$ cat config.mk
export PLATFORM = sky130hd
export DESIGN_NAME = walk_arbiter_flat
export DESIGN_NICKNAME = d
export VERILOG_FILES = /design/src/rtl/walk_arbiter_if.sv /design/src/rtl/walk_arbiter.sv /design/src/flat_wrapper.sv
export SDC_FILE = /design/constraint.sdc
export NUM_CORES = 1
export LEC_CHECK = 0
export ABC_AREA = 0
export BUFFER_PORTS_ARGS = -buffer_cell sky130_fd_sc_hd__buf_2
export CAP_MARGIN = 20
export CORE_UTILIZATION = 49
export CTS_CLUSTER_DIAMETER = 150
export CTS_CLUSTER_SIZE = 10
export DETAILED_ROUTE_END_ITERATION = 8
export PLACE_DENSITY = 0.85
export REMOVE_ABC_BUFFERS = 1
export SETUP_SLACK_MARGIN = 0.5
export SLEW_MARGIN = 15
export SYNTH_ARGS = -nofsm -noshare
export SYNTH_HDL_FRONTEND = slang
export SYNTH_SLANG_ARGS = --single-unit
$ cat constraint.sdc
create_clock -name clk -period 3 [get_ports clk]
set_input_delay 0.15 -clock clk [delete_from_list [all_inputs] [get_ports clk]]
set_output_delay 0.15 -clock clk [all_outputs]
set_load 0.02 [all_outputs]
$ cat src/rtl/walk_arbiter_if.sv
// Shared bus between the page-walk requesters, the arbiter and the single memory read port.
// master is the arbiter's view; slave is the requester/memory side.
interface walk_arbiter_if #(
  parameter int REQ_NUM = 3
);
  logic [REQ_NUM-1:0]    req_ren;
  logic [32*REQ_NUM-1:0] req_addr;
  logic [REQ_NUM-1:0]    req_ack;
  logic [REQ_NUM-1:0]    req_err;
  logic [31:0]           req_data;
  logic                  mem_ren;
  logic [31:0]           mem_addr;
  logic                  mem_ack;
  logic [31:0]           mem_data;

  modport master (
    input  req_ren, req_addr, mem_ack, mem_data,
    output req_ack, req_err, req_data, mem_ren, mem_addr
  );

  modport slave (
    output req_ren, req_addr, mem_ack, mem_data,
    input  req_ack, req_err, req_data, mem_ren, mem_addr
  );
endinterface

$ cat src/rtl/walk_arbiter.sv
// Round-robin arbiter sharing one memory read port among page-walk requesters,
// with chained-read port holding, abort on ren drop and a per-read timeout.
module walk_arbiter #(
  parameter int REQ_NUM = 3,
  parameter int TIMEOUT = 255
) (
  input  logic            clk,
  input  logic            rst,
  walk_arbiter_if.master  bus
);
  localparam int IW = $clog2(REQ_NUM);

  typedef enum logic [1:0] {IDLE, BUSY, GAP} state_e;

  state_e               state_q;
  logic [IW-1:0]        g_q;
  logic [IW-1:0]        ptr_q;
  logic [31:0]          lat_addr_q;
  logic [7:0]           tcnt_q;
  logic [REQ_NUM-1:0]   err_q;

  logic                 sel_ren_d;
  logic [31:0]          sel_addr_d;
  logic [IW-1:0]        pick_d;
  logic [31:0]          pick_addr_d;
  logic [IW-1:0]        ptr_d;
  logic [REQ_NUM-1:0]   ack_d;

  // Lowest offset from p wins; scanning offsets downward lets the last hit stand.
  function automatic logic [IW-1:0] pick_next(input logic [REQ_NUM-1:0] ren,
                                              input logic [IW-1:0] p);
    logic [IW-1:0] sel;
    int idx;
    sel = p;
    for (int k = REQ_NUM - 1; k >= 0; k--) begin
      idx = (int'(p) + k) % REQ_NUM;
      if (ren[idx]) sel = IW'(idx);
    end
    return sel;
  endfunction

  always_comb begin
    sel_ren_d   = bus.req_ren[g_q];
    sel_addr_d  = bus.req_addr[32*g_q +: 32];
    pick_d      = pick_next(bus.req_ren, ptr_q);
    pick_addr_d = bus.req_addr[32*pick_d +: 32];
    ptr_d       = (g_q == IW'(REQ_NUM - 1)) ? '0 : g_q + 1'b1;
  end

  always_ff @(posedge clk) begin
    if (rst) begin
      state_q    <= IDLE;
      g_q        <= '0;
      ptr_q      <= '0;
      lat_addr_q <= '0;
      tcnt_q     <= '0;
      err_q      <= '0;
    end else begin
      err_q <= '0;
      case (state_q)
        IDLE: begin
          if (|bus.req_ren) begin
            g_q        <= pick_d;
            lat_addr_q <= pick_addr_d;
            tcnt_q     <= '0;
            state_q    <= BUSY;
          end
        end
        BUSY: begin
          // Ack beats both abort and timeout.
          if (bus.mem_ack) begin
            ptr_q   <= ptr_d;
            state_q <= GAP;
          end else if (!sel_ren_d) begin
            state_q <= IDLE;
          end else if (tcnt_q == 8'(TIMEOUT)) begin
            err_q[g_q] <= 1'b1;
            ptr_q      <= ptr_d;
            state_q    <= IDLE;
          end else begin
            tcnt_q <= tcnt_q + 8'd1;
          end
        end
        GAP: begin
          // A changed address under a held ren is the next level of the same walk.
          if (sel_ren_d && (sel_addr_d != lat_addr_q)) begin
            lat_addr_q <= sel_addr_d;
            tcnt_q     <= '0;
            state_q    <= BUSY;
          end else begin
            state_q <= IDLE;
          end
        end
        default: state_q <= IDLE;
      endcase
    end
  end

  always_comb begin
    ack_d = '0;
    if (state_q == BUSY) ack_d[g_q] = bus.mem_ack;
  end

  assign bus.req_ack  = ack_d;
  assign bus.req_err  = err_q;
  assign bus.req_data = bus.mem_data;
  assign bus.mem_ren  = (state_q == BUSY);
  assign bus.mem_addr = lat_addr_q;
endmodule

$ cat src/flat_wrapper.sv
// flat-port wrapper written by rule: the top's interface ports become plain ports
module walk_arbiter_flat 
#(
  parameter int REQ_NUM = 3,
  parameter int TIMEOUT = 255
)
  (clk, rst, bus_req_ren, bus_req_addr, bus_mem_ack, bus_mem_data, bus_req_ack, bus_req_err, bus_req_data, bus_mem_ren, bus_mem_addr);
  walk_arbiter_if #(.REQ_NUM(REQ_NUM)) bus_i ();
  input  logic clk;
  input  logic rst;
  input wire logic [$bits(bus_i.req_ren)-1:0] bus_req_ren;
  input wire logic [$bits(bus_i.req_addr)-1:0] bus_req_addr;
  input wire logic [$bits(bus_i.mem_ack)-1:0] bus_mem_ack;
  input wire logic [$bits(bus_i.mem_data)-1:0] bus_mem_data;
  output wire logic [$bits(bus_i.req_ack)-1:0] bus_req_ack;
  output wire logic [$bits(bus_i.req_err)-1:0] bus_req_err;
  output wire logic [$bits(bus_i.req_data)-1:0] bus_req_data;
  output wire logic [$bits(bus_i.mem_ren)-1:0] bus_mem_ren;
  output wire logic [$bits(bus_i.mem_addr)-1:0] bus_mem_addr;
  assign bus_i.req_ren = bus_req_ren;
  assign bus_i.req_addr = bus_req_addr;
  assign bus_i.mem_ack = bus_mem_ack;
  assign bus_i.mem_data = bus_mem_data;
  assign bus_req_ack = bus_i.req_ack;
  assign bus_req_err = bus_i.req_err;
  assign bus_req_data = bus_i.req_data;
  assign bus_mem_ren = bus_i.mem_ren;
  assign bus_mem_addr = bus_i.mem_addr;
  walk_arbiter #(.REQ_NUM(REQ_NUM), .TIMEOUT(TIMEOUT)) u_core (.clk(clk), .rst(rst), .bus(bus_i));
endmodule
# Yosys cells after proc, flatten, opt, wreduce, memory -nomap -nowiden
# Index checks and enable logic that the tools add are counted.
# word_totals
input_bits	134
output_inout_bits	71
ff_bits	49
elab_cells	85
# op_classes
eq_ne	11
reduce_logical	14
n_bitwise	4
div_mod_pow	3
n_shift	2
muxes	36
magnitude_cmp	5
n_addsub	4
# ops
op	n
$shiftx A96 B8 Y32	2
$lt A32 B4 Y1 const B	3
$mod A32 B3 Y32 const B	2
$mux W32	2
$pmux W32 S2	1
$mux W8	5
$mod A3 B3 Y32 const B	1
$ne A32 B32 Y1	1
$pmux W8 S3	1
$mux W2	11
$mux W1	9
$add A8 B1 Y8 const B	1
$bmux W1 S2	4
$eq A8 B8 Y1 const B	1
$ne A2 B1 Y1 const B	3
$pmux W2 S3	1
$reduce_and A3 Y1	2
$reduce_and A6 Y1	1
$reduce_bool A2 Y1	3
$reduce_or A5 Y1	1
$eq A2 B2 Y1 const B	2
$ne A2 B2 Y1 const B	2
$ne A4 B4 Y1 const B	1
$reduce_and A2 Y1	2
14 further kinds	17

# Logic depth before layout (Yosys ltp)
# Gate-level depths: netlist of the first run.
# logic_depth
depth_word	11
depth_mapped	13
depth_no_buf	10

# Worst setup path before layout of the first run
# No wires, ideal clock.
# synth_path
path_kind	register to register
start	reg u_core.ptr_q[0]
end	reg u_core.lat_addr_q[2] (netlist: u_core.bus.mem_addr[2])
setup_time_ns	0.128
arrival_time_ns	2.351
path_buffers	3
setup_slack_ns	0.522
required_ns	2.872
period_less_slack_ns	2.478
path_stages_with_launch	14
path_cell_list	dfxtp_1 -> inv_1 -> ha_1 -> clkbuf_1 -> nor2b_1 -> o21ai_0 -> a311oi_1 -> nor2b_1 -> clkbuf_1 -> buf_2 -> mux2i_1 -> o221ai_1 -> mux2i_1 -> nor2_1
# synth_between
elab_chain_cells	11
elab_cells_between_ends	20
cone_classes	2 x add/sub; 3 x div; 1 x shift; 14 x mux
# synth_lines
item	line	text
start: declaration	walk_arbiter.sv:17	logic [IW-1:0] ptr_q;
start signal: assignment	walk_arbiter.sv:72	ptr_q <= ptr_d;
start signal: assignment	walk_arbiter.sv:78	ptr_q <= ptr_d;
$add A2 B2 Y3	walk_arbiter.sv:36	idx = (int'(p) + k) % REQ_NUM;
$mod A32 B3 Y32	walk_arbiter.sv:36	
$bmux W1 S2	walk_arbiter.sv:37	if (ren[idx]) sel = IW'(idx);
$mux W1 (implied by the code) (2 in a row)	walk_arbiter.sv:37	
$mux W2 (2 in a row)	walk_arbiter.sv:37	
$mux W2 (*)	walk_arbiter.sv:37	
$shiftx A96 B8 Y32 (*)	walk_arbiter.sv:46	pick_addr_d = bus.req_addr[32*pick_d +: 32];
$mux W32 (*)	walk_arbiter.sv:62	if (|bus.req_ren) begin
$pmux W32 S2 (*)	walk_arbiter.sv:60	case (state_q)
end signal: assignment	walk_arbiter.sv:64	lat_addr_q <= pick_addr_d;
end signal: assignment	walk_arbiter.sv:87	lat_addr_q <= sel_addr_d;
end: declaration	walk_arbiter.sv:18	logic [31:0] lat_addr_q;
# Mark *: on every way between the ends. The rest lies on a longest branch, timed or not. The select of a mux whose other input is x is not followed.
# A chain may end at the register's enable or synchronous reset.

# Worst setup path after layout of the first run
# layout_path
start	reg u_core.g_q[1]
end	reg u_core.lat_addr_q[2] (netlist: u_core.bus.mem_addr[2])
# layout_between
elab_chain_cells	5
elab_cells_between_ends	9
cone_classes	2 x eq/ne; 1 x shift; 4 x mux; 2 x reduce/logical
# layout_lines
item	line	text
start: declaration	walk_arbiter.sv:16	logic [IW-1:0] g_q;
start signal: assignment	walk_arbiter.sv:63	g_q <= pick_d;
$shiftx A96 B8 Y32 or $bmux W1 S2 (tied branches)	walk_arbiter.sv:44, walk_arbiter.sv:43	
$ne A32 B32 Y1 or $mux W1 (tied branches)	walk_arbiter.sv:86, walk_arbiter.sv:43	
$logic_and A1 B1 Y1	walk_arbiter.sv:86	if (sel_ren_d && (sel_addr_d != lat_addr_q)) begin
$ne A2 B1 Y1 (no line)	--	
$reduce_and A3 Y1 (no line)	--	
# Parallel ways exist; a longest one is shown, timed or not. The select of a mux whose other input is x is not followed.

==> results of run 1 <==
[state kept, by name, summed over array words and instances, names as in the netlist]
name	cells
u_core.tcnt_q	8
u_core.bus.req_err	3
u_core.ptr_q	2
u_core.state_q	2
u_core.g_q	2
u_core.bus.mem_addr	32
[worst max-delay path, delay by kind of cell, from the launching register on]
kind | cells | cell delay, ns
muxes | 2 | 0.60
DFF | 1 | 0.41
buffers and inverters | 3 | 0.42
AOI/OAI and AO/OA | 3 | 0.81
and+or+nand+nor | 3 | 0.26
[routing by layer]
layer | global-route usage (%) | wire length, um | vias up
met4 | 12.29 | 576 | 2
met2 | 49.96 | 8913 | 390
met5 | 3.571 | 53 | -
met3 | 8.773 | 2054 | 56
li1 | - | - | 2904
met1 | 40.08 | 8261 | 2965
[timing repair]
item,CTS,global route
pin swaps,2,9
buffers inserted,9,1
setup endpoints to repair,41,41
gates resized for setup,56,32
cloned,9,2
[layout by cell type, fill, tap and decap left out, types with 3 or more instances in the layout]
cell type	n
nor3_2	19
nor2b_1	68
o22ai_1	3
buf_2	140
nand2b_1	39
a31oi_1	5
buf_6	7
nand3_1	37
nand2_1	40
o22ai_2	14
and4b_1	32
mux2i_1	65
nor3_1	17
dfxtp_1	47
buf_8	3
nor4_1	3
buf_16	10
mux2_2	8
mux2_4	24
nand4_1	3
a221o_1	32
a21oi_1	13
o221ai_1	31
nor4_4	3
buf_4	17
inv_1	9
clkbuf_16	7
nor3_4	6
nor2_1	49
buf_12	6
and3_1	3
o21ai_0	33
[logic make-up (layout without fill, tap and decap cells)]
logic type / count (synthesis) / count (layout) / share of synthesized area, %
fa+ha+maj: 3 / 3 / 0.6601
simple gates: 330 / 330 / 32.85
mux: 99 / 99 / 19.38
flops: 49 / 49 / 17.25
compound gates: 146 / 146 / 18.92
buf+inv: 105 / 202 / 10.93
[how the worst max path moves through the flow]
stage | slack, ns | to | startpoint
floorplan | -2.42 | u_core.tcnt_q[2] | u_core.g_q[0]
global placement | 0.19 | u_core.bus.mem_addr[27] | u_core.g_q[1]
detailed placement | 0.18 | u_core.bus.mem_addr[2] | u_core.g_q[1]
CTS | 0.41 | u_core.bus.mem_addr[7] | u_core.g_q[1]
global route | 0.27 | u_core.bus.mem_addr[7] | u_core.g_q[1]
finish | 0.35 | u_core.bus.mem_addr[2] | u_core.g_q[1]
[layout make-up]
class / instances / share of cell area [%]
multi-input cells: 578 / 62.00
repair buffers: 185 / 19.43
flip-flops and latches: 49 / 13.74
well taps: 140 / 2.435
clock buffers: 6 / 1.791
inverters: 9 / 0.4696
clock inverters: 2 / 0.1391
[where the power goes]
part / leakage (nW) / internal, mW / switching [mW]
combinational: 2.89 / 0.890 / 0.979
clock: 0.0706 / 0.307 / 0.254
sequential: 0.404 / 0.726 / 0.127
total: 3.36 / 1.92 / 1.36
==> impl_metrics.json, run 1 <==
{
  "status": "finished clean",
  "coreArea_um2": 11080,
  "dp_slack_ns": 0.1812,
  "synth_top_area_share_pct": 17.25,
  "irDropWorstVdd_mv": 0.2747,
  "start_util_pct": 51.33,
  "final_area_um2": 7194,
  "multi_input_area_um2": 4461,
  "drv_slew": 0,
  "synth_seq_cells": 49,
  "crit_path_top_delay_cell": "dfxtp_4",
  "setup_ws_ns": 0.3521,
  "first_global_vias": 5708,
  "fin_crit_sh_pct": 88.26,
  "antenna_found_initial": 0,
  "seq_area_um2": 988.4,
  "grt_max_degree": 52,
  "synth_edf_count": 0,
  "synth_cells": 732,
  "cp_cell_sequence": "buf_6, buf_12, mux2_2, a221o_1, o22ai_4, nor4_4, nand4_1, a21o_4, buf_12, mux2i_2, nor2_1",
  "final-instance-count-excl-fill": 969,
  "cts_sinks": 49,
  "clock_skew_ns": 0.01009,
  "htreeDepth": 2,
  "cp.required_ns": 3.16,
  "remaining_drc_errors": 0,
  "layout-drive-gt1-share_pct": 33.90,
  "post_synth.cell_area_avg_um2": 7.769,
  "viasPerCell": 6.519,
  "worstReg2RegStart": "u_core.g_q[1]",
  "path_clk_slew_ns": 0.07,
  "min-delay-start": "bus_req_addr[95]",
  "crit_path_start_kind": "register",
  "crit_fanout": 11,
  "maxCapViolations": 0,
  "place_area_um2": 6264,
  "path_class": "reg2reg",
  "yosys.area.top_type": "dfxtp_1",
  "synthFlopType": "dfxtp_1",
  "area_delta_synth_final_pct": 26.51,
  "syn_area_um2": 5687,
  "timing.rr.end": "u_core.bus.mem_addr[2]",
  "fin_tns_setup_ns": 0,
  "wl_per_cell_um": 20.50,
  "cts_max_path_buffers": 2,
  "finalPower_mw": 3.284,
  "whs_endpoint": "u_core.bus.mem_addr[31]",
  "grt_use_total_pct": 31.53,
  "r2r_cells": 11,
  "cts_tree": "built",
  "hold_violations": 0,
  "synth.area.top_cells": "dfxtp_1, mux2i_1, nor2b_1",
  "rows": 38,
  "fin_util_pct": 64.94,
  "cts_buffers": 5,
  "grt_pass1_wl_um": 29150,
  "dp.cells": 940,
  "synth_common_cells": "nor2b_1, mux2i_1, dfxtp_1, nor2_1",
  "first_pass_iters": 5,
  "die_w_um": 109.7,
  "postCtsHoldBufs": 0,
  "diodes": 0,
  "grt_overflow": 0,
  "yosysUniqueCellTypes": 43,
  "powerDensity_nw_per_um2": 456.5,
  "path_common_cell": "buf_12",
  "p_leak_nw": 3.364,
  "die_area_um2": 12040,
  "rsz0062_at_grt": "yes",
  "finalWirelength_um": 19860,
  "hold_path.class": "in2reg",
  "dr_total_vias": 6317,
  "fin_crit_ns": 2.648,
  "rrSetupSlack_ns": 0.35,
  "max_stage_delay_ns": 0.41,
  "hold_ws_ns": 0.1404,
  "drtIter0Drc": 567,
  "fillers": 890,
  "slew-limit-headroom_pct": 69.33,
  "layout.nets": 965,
  "hpwl_um": 12340,
  "setup_viol": 0,
  "holdPathStages": 3,
  "worst_setup_path_end_kind": "register",
  "yosys_warnings": 0,
  "yosysMostFrequentCell": "nor2b_1",
  "tightest_slew_ns": 0.4601,
  "yosysSeqAreaShare_pct": 17.25,
  "ys_async_sr_fraction_pct": 0,
  "antenna_left": 0,
  "die_h_um": 109.7,
  "pin_count": 205,
  "cts_root_buf": "clkbuf_16",
  "numPortBuffers": 140,
  "max_clock_freq_ghz": 0.3777,
  "arrival_ns": 2.81,
  "gp_congestion": 0.8688,
  "insertion_delay_ns": 0.30
}
(Power assumes the default switching activity.)
==> run 2, diff against run 1 <==
Settings changed: CORE_UTILIZATION 49 to 45, PLACE_DENSITY 0.85 to 0.8.
==> impl_metrics.json, run 2 (same netlist as run 1, synthesis figures left out) <==
{
  "dp_slack_ns": -0.02881,
  "irDropWorstVdd_mv": 0.3085,
  "grtUsageMet1_pct": 37.01,
  "clock_skew_ns": 0.01571,
  "status": "finished clean",
  "maxCapViolations": 0,
  "path_clk_slew_ns": 0.07,
  "cts_sinks": 49,
  "layout-drive-gt1-share_pct": 32.21,
  "hpwl_um": 12650,
  "grt_max_degree": 67,
  "cts_buffers": 5,
  "drtIter0Drc": 546,
  "insertion_delay_ns": 0.30,
  "hold_path.class": "in2reg",
  "grt_use_total_pct": 29.68,
  "tightest_slew_ns": 0.9368,
  "cp_cell_sequence": "buf_12, buf_12, buf_6, mux2_4, nor3_4, o22ai_4, nor4_4, nand4_1, a21o_4, buf_12, mux2i_1, nor2_1",
  "fin_crit_sh_pct": 92.17,
  "area_delta_synth_final_pct": 25.70,
  "busiest_layer": "met2",
  "path_class": "reg2reg",
  "die_w_um": 114.4,
  "fin_tns_setup_ns": 0,
  "max_clock_freq_ghz": 0.3616,
  "path_common_cell": "buf_12",
  "layout_common_cells": "buf_2, nor2b_1, mux2i_1, nor2_1, dfxtp_1",
  "fillers": 1034,
  "slew-limit-headroom_pct": 37.55,
  "remaining_drc_errors": 0,
  "cts_tree": "built",
  "setup_viol": 0,
  "numPortBuffers": 140,
  "worst_setup_path_end_kind": "register",
  "powerDensity_nw_per_um2": 453.7,
  "rows": 40,
  "htreeDepth": 2,
  "max_stage_delay_ns": 0.38,
  "layout.nets": 965,
  "coreArea_um2": 12160,
  "first_pass_iters": 5,
  "rsz0062_at_grt": "yes",
  "fin_util_pct": 58.78,
  "cts_root_buf": "clkbuf_16",
  "drv_slew": 0,
  "crit_family": "simple AND/OR/NAND/NOR gates",
  "hold_violations": 0,
  "antenna_found_initial": 1,
  "cp_num_buf_inv": 4,
  "grt_overflow": 0,
  "seq_area_um2": 988.4,
  "wl_per_cell_um": 20.11,
  "largest_reg_flops": 32,
  "gp_congestion": 0.8418,
  "crit_fanout": 8,
  "viasPerCell": 6.297,
  "setup_ws_ns": 0.2348,
  "cts_max_path_buffers": 2,
  "pin_count": 205,
  "start_util_pct": 46.76,
  "use_met2_pct": 45.98,
  "cp.required_ns": 3.15,
  "grt_pass1_wl_um": 30390,
  "final_common_cell": "buf_2",
  "multi_input_area_um2": 4368,
  "met3_usage_pct": 10.01,
  "antenna_left": 0,
  "finalWirelength_um": 20070,
  "crit_path_top_delay_cell": "dfxtp_4",
  "die_area_um2": 13090,
  "first_global_vias": 5921,
  "arrival_ns": 2.91,
  "die_h_um": 114.4,
  "fin_crit_ns": 2.765,
  "p_leak_nw": 3.332,
  "dr_total_vias": 6284,
  "crit_path_start_kind": "register"
}
[run 2: worst min-delay path, cell delays in order]
cell and delay [ns]:
buf_2 0.11, nand3_1 0.06, a31oi_1 0.07
[run 2: per-stage QoR]
| step | total power [mW] | hold slack (ns) | std cells | cell area [um2] |
|---|---|---|---|---|
| CTS | 3.138 | 0.1497 | 994 | 7015 |
| floorplan | 1.876 | 0.2191 | 636 | 5099 |
| detailed placement | 2.337 | 0.3001 | 966 | 6316 |
| finish | 3.243 | 0.1512 | 998 | 7148 |
| global route | 3.410 | 0.1625 | 998 | 7148 |
| global placement | 2.308 | 0.3001 | 966 | 6316 |
[run 2: final timing paths]
kind / end / depth (start not counted) / slack [ns] / startpoint
min reg2reg: u_core.tcnt_q[1] / 2 / 0.49 / u_core.tcnt_q[1]
max reg2reg: u_core.bus.mem_addr[21] / 12 / 0.23 / u_core.g_q[1]
max: u_core.bus.mem_addr[21] / 12 / 0.23 / u_core.g_q[1]
min: u_core.bus.mem_addr[31] / 3 / 0.15 / bus_req_addr[95]
[run 2: repair_timing]
action | in CTS | in global routing
setup endpoints to repair | 41 | 41
resized for setup | 45 | 14
pin swaps | 4 | 5
cloned | 8 | 2
buffers inserted | 12 | 1
hold endpoints to repair | 0 | 0
hold buffers | 0 | 0
[run 2: final cells by class]
| cell class | instances | share of cell area, % |
|---|---|---|
| well taps | 168 | 2.941 |
| clock buffers | 7 | 1.855 |
| repair buffers | 185 | 19.66 |
| multi-input cells | 578 | 61.11 |
| clock inverters | 1 | 0.1050 |
| inverters | 9 | 0.4726 |
| diodes | 1 | 0.03501 |
| flip-flops and latches | 49 | 13.83 |
[run 2: power breakdown]
part           switching, mW  internal (mW)  leakage [nW]
clock network          0.252          0.311        0.0641
logic                  0.953          0.878          2.86
registers              0.124          0.726         0.404
[run 2: metal layers]
layer | part of all wire [%] | routed length, um
met3 | 11 | 2228
met1 | 40 | 8031
met2 | 45 | 8983
met5 | 0.27 | 55
met4 | 3.9 | 776
==> run 3, diff against run 2 <==
--- a/config.mk
+++ b/config.mk
@@ -6,5 +6,5 @@
 export NUM_CORES = 1
 export LEC_CHECK = 0
-export ABC_AREA = 0
+export ABC_AREA = 1
 export BUFFER_PORTS_ARGS = -buffer_cell sky130_fd_sc_hd__buf_2
 export CAP_MARGIN = 20
@@ -13,5 +13,6 @@
 export CTS_CLUSTER_SIZE = 10
 export DETAILED_ROUTE_END_ITERATION = 8
-export PLACE_DENSITY = 0.8
+export GPL_TIMING_DRIVEN = 0
+export PLACE_DENSITY = 0.81
 export REMOVE_ABC_BUFFERS = 1
 export SETUP_SLACK_MARGIN = 0.5
==> constraint.sdc (replaced) <==
create_clock -name clk -period 3 [get_ports clk]
set_input_delay 0 -clock clk [delete_from_list [all_inputs] [get_ports clk]]
set_output_delay 0 -clock clk [all_outputs]
set_load 0.02 [all_outputs]
==> impl_metrics.json, run 3 <==
{
  "status": "finished clean",
  "pin_count": 205,
  "die_area_um2": 12050,
  "start_util_pct": 47.17,
  "setup.worst_path.end": "u_core.bus.mem_addr[23]",
  "first_pass_iters": 8,
  "area_delta_synth_final_pct": 27.25,
  "grt_pass1_wl_um": 28350,
  "rows": 38,
  "fin_crit_ns": 2.463,
  "drv_slew": 0,
  "cp.required_ns": 3.22,
  "p_leak_nw": 3.657,
  "syn_area_um2": 5225,
  "use_met2_pct": 48.74,
  "finalWirelength_um": 20210,
  "place_area_um2": 5725,
  "grt_overflow": 0,
  "cp-startpoint": "u_core.g_q[1]",
  "fin_util_pct": 60.02,
  "arrival_ns": 2.68,
  "slew-limit-headroom_pct": 38.46,
  "synthFlopType": "dfxtp_1",
  "busiest_layer": "met2",
  "synth_cells": 1002,
  "largest_reg_flops": 32,
  "die_h_um": 109.8,
  "maxCapViolations": 0,
  "hpwl_um": 12120,
  "irDropWorstVdd_mv": 0.3374,
  "rsz0062_at_grt": "yes",
  "yosys_warnings": 0,
  "synth_edf_count": 0,
  "diodes": 0,
  "crit_path_start_kind": "register",
  "grt_max_degree": 45,
  "grtUsageMet1_pct": 39.16,
  "worst_setup_path_end_kind": "register",
  "coreArea_um2": 11080,
  "synth_common_cells": "nand2_1, nand3_1, nor2_1",
  "synth_top_area_share_pct": 27.95,
  "antenna_left": 0,
  "insertion_delay_ns": 0.30,
  "synth.area.top_cells": "nand2_1, dfxtp_1, nand3_1",
  "final_area_um2": 6649,
  "rrSetupSlack_ns": 0.54,
  "cts_sinks": 49,
  "setup_viol": 0,
  "wl_per_cell_um": 16.00,
  "cts_buffers": 5,
  "final_common_cell": "nand2_1",
  "layout.nets": 1259,
  "antenna_found_initial": 0,
  "max_clock_freq_ghz": 0.4060,
  "cts_tree": "built",
  "finalPower_mw": 4.797,
  "drtIter0Drc": 822,
  "viasPerCell": 5.496,
  "tightest_slew_ns": 0.9196,
  "yosysUniqueCellTypes": 29,
  "layout-drive-gt1-share_pct": 21.10,
  "htreeDepth": 2,
  "synth_seq_cells": 49,
  "worstReg2RegStart": "u_core.g_q[1]",
  "clock_skew_ns": 0.007834,
  "dr_total_vias": 6942,
  "layout_common_cells": "nand2_1, nand3_1, buf_2, nor2_1, inv_1",
  "yosysMostFrequentCell": "nand2_1",
  "grt_use_total_pct": 30.80,
  "ys_async_sr_fraction_pct": 0,
  "hold_path.class": "in2out",
  "cts_max_path_buffers": 2,
  "met3_usage_pct": 8.714,
  "r2r_cells": 17,
  "path_class": "reg2reg",
  "fin_crit_sh_pct": 82.11,
  "first_global_vias": 5784,
  "yosysSeqAreaShare_pct": 18.77,
  "hold_violations": 0,
  "timing.rr.end": "u_core.bus.mem_addr[23]",
  "post_synth.cell_area_avg_um2": 5.215,
  "die_w_um": 109.8,
  "yosys.area.top_type": "nand2_1",
  "fin_tns_setup_ns": 0,
  "crit_fanout": 14,
  "cts_root_buf": "clkbuf_16",
  "remaining_drc_errors": 0,
  "powerDensity_nw_per_um2": 721.5,
  "numPortBuffers": 140,
  "path_clk_slew_ns": 0.07,
  "gp_congestion": 0.8789
}
==> run 3: repair_timing <==
item | CTS | global route
pin swaps | 7 | 10
setup endpoints to repair | 47 | 41
endpoints found under the hold margin | 2 | 0
hold buffers | 1 | 0
setup buffers | 24 | 14
cloned | 3 | 7
gates resized for setup | 19 | 38
==> run 3: how the worst min path moves through the flow <==
stage,startpoint,endpoint,depth (start not counted)
2_1_floorplan,bus_mem_data[0],bus_req_data[0],0
3_3_place_gp,bus_mem_data[16],bus_req_data[16],0
3_5_place_dp,bus_mem_data[16],bus_req_data[16],0
4_1_cts,bus_mem_data[16],bus_req_data[16],0
5_1_grt,bus_mem_data[0],bus_req_data[0],0
6_report,bus_mem_data[18],bus_req_data[18],0
==> run 3: final cells by class <==
cell class              instances  area (um2)
well taps                     140       175.2
clock inverters                 2       37.54
fillers                      1074        4429
clock buffers                   6       138.9
flip-flops and latches         49       992.2
repair buffers                183        1216
multi-input cells             769        3628
inverters                     112       446.7
repair inverters                2       13.76
==> run 3: logic make-up (layout without fill, tap and decap cells) <==
family                   count (synthesis)  in the layout  synth area share [%]
AO/OA/AOI/OAI                           57             57                 6.178
flip-flops                              49             49                 18.77
buffers and inverters                  192            305                 17.79
AND/OR/NAND/NOR                        701            709                 56.54
adder cells (fa/ha/maj)                  3              3                0.7185
==> run 3: stage by stage <==
step | hold slack (ns) | setup slack, ns | instances
floorplan | 0 | -0.8797 | 922
global placement | 0.0001487 | -2.829 | 1202
detailed placement | 0.0001487 | -0.7069 | 1206
CTS | 0.0001487 | 0.4925 | 1242
global route | 0.0001206 | 0.4192 | 1263
finish | 0.0001383 | 0.5368 | 1263
==> run 3: routing by layer <==
layer / routed length, um / vias to the layer above
met5: 36 / -
met3: 2469 / 74
met1: 8175 / 3003
met2: 8823 / 496
met4: 710 / 2
li1: - / 3367
==> run 3: critical path, cell delays in order, from the launching register on <==
cell,delay (ns)
dfxtp_4,0.45
clkinv_8,0.14
nor2_4,0.16
buf_12,0.14
nand2_1,0.07
nand3_1,0.10
nand2_1,0.07
nand2_1,0.12
nand2_1,0.06
nor2_1,0.11
nand2_1,0.06
nor2_1,0.11
nand2_2,0.14
nand2_4,0.16
nand2_8,0.13
nand2_4,0.16
nor2_1,0.06
nor2_1,0.14
==> run 3: power by group <==
| part | leakage, nW | switching [mW] | internal, mW |
|---|---|---|---|
| logic | 3.17 | 1.96 | 1.15 |
| registers | 0.408 | 0.170 | 0.824 |
| clock network | 0.0831 | 0.276 | 0.417 |
| total | 3.66 | 2.41 | 2.39 |
